$ cat config.mk
export PLATFORM = sky130hd
export DESIGN_NAME = fifo_uart_tx
export DESIGN_NICKNAME = d
export VERILOG_FILES = /design/src/rtl/fifo_uart_tx.sv
export SDC_FILE = /design/constraint.sdc
export NUM_CORES = 1
export LEC_CHECK = 0
export CAP_MARGIN = 20
export CORE_AREA = 2 2 62 64
export CTS_BUF_LIST = sky130_fd_sc_hd__clkbuf_4
export CTS_CLUSTER_SIZE = 20
export DETAILED_ROUTE_END_ITERATION = 10
export DIE_AREA = 0 0 64 66
export GPL_TIMING_DRIVEN = 0
export PLACE_DENSITY = 0.79
export SETUP_SLACK_MARGIN = 0.4
export SYNTH_ARGS = -nofsm -noshare
export SYNTH_HDL_FRONTEND = slang
export SYNTH_SLANG_ARGS = --single-unit
$ cat constraint.sdc
create_clock -name clock -period 4.21 [get_ports clock]
set_input_delay 0.6315 -clock clock [delete_from_list [all_inputs] [get_ports clock]]
set_output_delay 0.6315 -clock clock [all_outputs]
set_load 0.005 [all_outputs]
$ cat src/rtl/fifo_uart_tx.sv
// UART transmitter draining a first-word-fall-through FIFO: start bit, 8 data
// bits LSB first, optional parity, STOP_BITS stop bits, back-to-back capable.
module fifo_uart_tx #(
    parameter int unsigned CLKS_PER_BIT = 16,
    parameter int unsigned STOP_BITS    = 1
) (
    input  logic       clock,
    input  logic       reset_n,
    input  logic       fifo_empty,
    input  logic [7:0] fifo_data,
    output logic       fifo_rd_en,
    input  logic       tx_enable,
    input  logic       parity_en,
    input  logic       parity_odd,
    output logic       tx,
    output logic       busy,
    output logic       frame_done
);

    typedef enum logic [2:0] {IDLE, START, DATA, PARITY, STOP} state_t;

    localparam logic [15:0] BAUD_LAST = 16'(CLKS_PER_BIT - 1);
    localparam logic [15:0] BAUD_PRE  = 16'(CLKS_PER_BIT - 2);
    localparam logic [2:0]  STOP_LAST = 3'(STOP_BITS - 1);

    state_t      state;
    logic [15:0] baud_cnt;
    logic [2:0]  bit_cnt;
    logic [7:0]  shift_reg;
    logic        par_en_q;
    logic        parity_bit;
    logic        baud_end;
    logic        last_stop;
    logic        load_cond;

    always_comb begin
        baud_end   = (baud_cnt == BAUD_LAST);
        last_stop  = (state == STOP) && (bit_cnt == STOP_LAST) && baud_end;
        load_cond  = tx_enable && !fifo_empty && ((state == IDLE) || last_stop);
        fifo_rd_en = load_cond && reset_n;
        busy       = (state != IDLE);
    end

    // tx and frame_done are registered, so each is loaded with the value for
    // the cycle that follows the edge being evaluated.
    always_ff @(posedge clock) begin
        if (!reset_n) begin
            state      <= IDLE;
            baud_cnt   <= '0;
            bit_cnt    <= '0;
            shift_reg  <= '0;
            par_en_q   <= 1'b0;
            parity_bit <= 1'b0;
            tx         <= 1'b1;
            frame_done <= 1'b0;
        end else begin
            frame_done <= 1'b0;
            if (load_cond) begin
                shift_reg  <= fifo_data;
                par_en_q   <= parity_en;
                parity_bit <= (^fifo_data) ^ parity_odd;
                state      <= START;
                baud_cnt   <= '0;
                bit_cnt    <= '0;
                tx         <= 1'b0;
            end else if (state == IDLE) begin
                tx       <= 1'b1;
                baud_cnt <= '0;
                bit_cnt  <= '0;
            end else begin
                baud_cnt <= baud_end ? '0 : baud_cnt + 16'd1;
                case (state)
                    START: begin
                        if (baud_end) begin
                            state   <= DATA;
                            bit_cnt <= '0;
                            tx      <= shift_reg[0];
                        end
                    end
                    DATA: begin
                        if (baud_end) begin
                            shift_reg <= shift_reg >> 1;
                            bit_cnt   <= bit_cnt + 3'd1;
                            if (bit_cnt == 3'd7) begin
                                state <= par_en_q ? PARITY : STOP;
                                tx    <= par_en_q ? parity_bit : 1'b1;
                            end else begin
                                tx <= shift_reg[1];
                            end
                        end
                    end
                    PARITY: begin
                        if (baud_end) begin
                            state   <= STOP;
                            bit_cnt <= '0;
                            tx      <= 1'b1;
                        end
                    end
                    STOP: begin
                        tx <= 1'b1;
                        if (bit_cnt == STOP_LAST && baud_cnt == BAUD_PRE)
                            frame_done <= 1'b1;
                        if (last_stop) begin
                            state   <= IDLE;
                            bit_cnt <= '0;
                        end else if (baud_end) begin
                            bit_cnt <= bit_cnt + 3'd1;
                        end
                    end
                    default: begin
                        state <= IDLE;
                        tx    <= 1'b1;
                    end
                endcase
            end
        end
    end

endmodule

==> flow_summary.yaml <==
floorplanning:
  dieArea_um2: 4224
  die-width_um: 64
  core_area_um2: 3551
  io_pins: 18
  num_rows: 22
  die_y_um: 66
  initial_utilization_pct: 47.53
sta:
  hold_violations: 0
  rsz0062_at_grt: "false"
  finClkSkew_ns: 0.01101
  period_share_pct: 81.32
  max_slew_margin_pct: 60.83
  timing.final.ws_setup_ns: 0.7865
  fmax_ghz: 0.2921
  setup-tns-final_ns: 0
  tightestPinTransition_ns: 0.5876
  fin_hold_ws_ns: 0.4771
  period_needed_ns: 3.424
  slew_violations: 0
  setup_viol: 0
finish:
  final_nets: 245
  largest_reg_flops: 16
  final_cell_area_um2: 1971
  layout.cells.non_filler: 275
  area_growth_pct: 16.75
  fin_util_pct: 55.50
  drive_gt1_share_pct: 6.167
  diodes: 0
critical_path:
  setup.worst_path.class: "flip-flop to output port"
  start_kind: "flip-flop"
  required_ns: 3.58
  crit_fanout: 8
  endpoint_kind: "output port"
  arrival_ns: 2.79
  ff2ff_path_depth: 7
cts:
  cts_tree: "yes"
  post_cts_buffers: 0
  cts.clk_slew.worst_paths_ns: 0.10
  clkLatencyLatePin_ns: 0.33
  cts_max_path_buffers: 2
  h-tree-depth: 2
  cts_hold_buf: 0
  clockRootBuffer: "clkbuf_4"
  numCtsBuffers: 5
  cts_sinks: 34
synth:
  syn_area_um2: 1688
  synth_cells: 203
  yosys_warnings: 0
  ys_seq_area_share_pct: 40.33
  synth_ff_type: "dfxtp_1"
  ys_seq_elements: 34
  synth_nets: 222
  postSynthAreaPerCell_um2: 8.315
  synth-async-reset-ratio_pct: 0
  synth-edff-count: 0
  ys_types: 34
global_routing:
  grt_start_max_net_pins: 11
  gr-usage-all-layers_pct: 18.13
  antenna_found_initial: 0
  grt_overflow: 0
  grt_pass1_wl_um: 6141
  grt_pass1_vias: 1459
route:
  drc: 0
  vias: 1464
  ant_nets: 0
  wirelength_um: 3437
  initialDrtViolationCount: 57
  viasPerCell: 5.324
  drt-pass1-iter-count: 4
  wl_per_cell_um: 12.50
power:
  p_total_mw: 0.5739
  power_density_nw_per_um2: 291.2
  peakVddDrop_v: 0.0001410
  p_leak_nw: 0.6760
min_path:
  holdPathStages: 2
  min_path_type: "flip-flop to flip-flop"
run_status:
  outcome: "finished clean"
job:
  cap_violations: 0
placed_design:
  dp_worst_setup_slack_ns: 0.9133
  dp_hpwl_um: 2533
  gp_congestion: 0.8795
  place_area_um2: 1908
  io_buffer_count: 16
  placed_cells: 267
==> synth_stat cells (2+ instances only) <==
master | count | area [um^2]
nand3_1 | 14 | 70.07
o211ai_1 | 2 | 15.01
xnor2_1 | 12 | 105.1
a21o_1 | 2 | 15.01
clkbuf_1 | 6 | 22.52
ha_1 | 5 | 62.56
nand2_1 | 26 | 97.59
nor2b_1 | 4 | 25.02
nor2_1 | 20 | 75.07
o21ai_0 | 11 | 55.05
nor4_1 | 4 | 25.02
buf_2 | 2 | 10.01
or3_1 | 5 | 31.28
dfxtp_1 | 34 | 680.7
a31oi_1 | 5 | 31.28
nor3_1 | 4 | 20.02
inv_1 | 5 | 18.77
or4_4 | 2 | 22.52
and4_1 | 4 | 35.03
nand2b_1 | 2 | 12.51
mux2i_1 | 2 | 20.02
a21oi_1 | 11 | 55.05
nand4_1 | 3 | 18.77
xor2_1 | 8 | 70.07
==> cells in the final DEF, fill, tap and decap left out, types with 5 or more instances in the layout <==
cell / count
inv_1: 5
clkbuf_4: 6
nor2_1: 20
clkbuf_1: 6
clkdlybuf4s50_1: 16
ha_1: 5
dfxtp_1: 34
xnor2_1: 12
nand2_1: 26
o21ai_0: 11
a31oi_1: 5
nand3_1: 14
a21oi_1: 11
or3_1: 5
xor2_1: 8
==> final timing paths <==
kind | to | startpoint | slack (ns)
setup / recovery | fifo_rd_en | baud_cnt[13]$_SDFF_PP0_ | 0.79
hold / removal | parity_bit$_SDFFE_PN0P_ | parity_bit$_SDFFE_PN0P_ | 0.48
setup reg to reg | shift_reg[5]$_SDFFE_PN0P_ | baud_cnt[13]$_SDFF_PP0_ | 1.77
hold reg to reg | parity_bit$_SDFFE_PN0P_ | parity_bit$_SDFFE_PN0P_ | 0.48
==> worst max-delay path: stages, from the launching register on <==
cell and delay [ns]:
dfxtp_1 0.36, or4_4 0.58, nor4b_4 0.50, a21oi_1 0.30, nor2_1 0.20, clkdlybuf4s50_1 0.52
==> where the power goes <==
group / total [mW] / leakage, nW / internal, mW / switching (mW)
logic: 0.0645 / 0.367 / 0.0331 / 0.0314
registers: 0.335 / 0.276 / 0.330 / 0.00480
clock network: 0.174 / 0.0331 / 0.0692 / 0.105
total: 0.574 / 0.676 / 0.433 / 0.141
==> cell families after synthesis <==
group | Yosys count | share of synthesized area [%]
AO/OA/AOI/OAI | 35 | 12.38
XOR/XNOR | 20 | 10.38
adder cells (fa/ha/maj) | 5 | 3.706
buffers and inverters | 13 | 3.039
flip-flops | 34 | 40.33
multiplexers | 2 | 1.186
AND/OR/NAND/NOR | 94 | 28.98
==> area by class of cell <==
class                           count  area (um^2)
Clock buffer                        6        45.04
Sequential cell                    34        680.7
Timing Repair Buffer               16        160.2
Clock inverter                      2        8.758
Inverter                            5        18.77
Tap cell                           48        60.06
Fill cell                         343         1580
Buffer                              8        32.53
Multi-Input combinational cell    156        964.7
==> repair_timing <==
item	in CTS	in global routing
endpoints found under the setup margin	0	1
endpoints found under the hold margin	0	0
gates resized for setup	0	1
==> per-layer routing <==
layer | share of wire, % | track usage [%] | wire [um]
met5 | 0 | 0 | 0
met4 | 1.2 | 5.435 | 42
met3 | 4.1 | 5.111 | 142
met2 | 49 | 33.98 | 1692
met1 | 45 | 19.64 | 1559
Power figures use the tool's default switching activity.
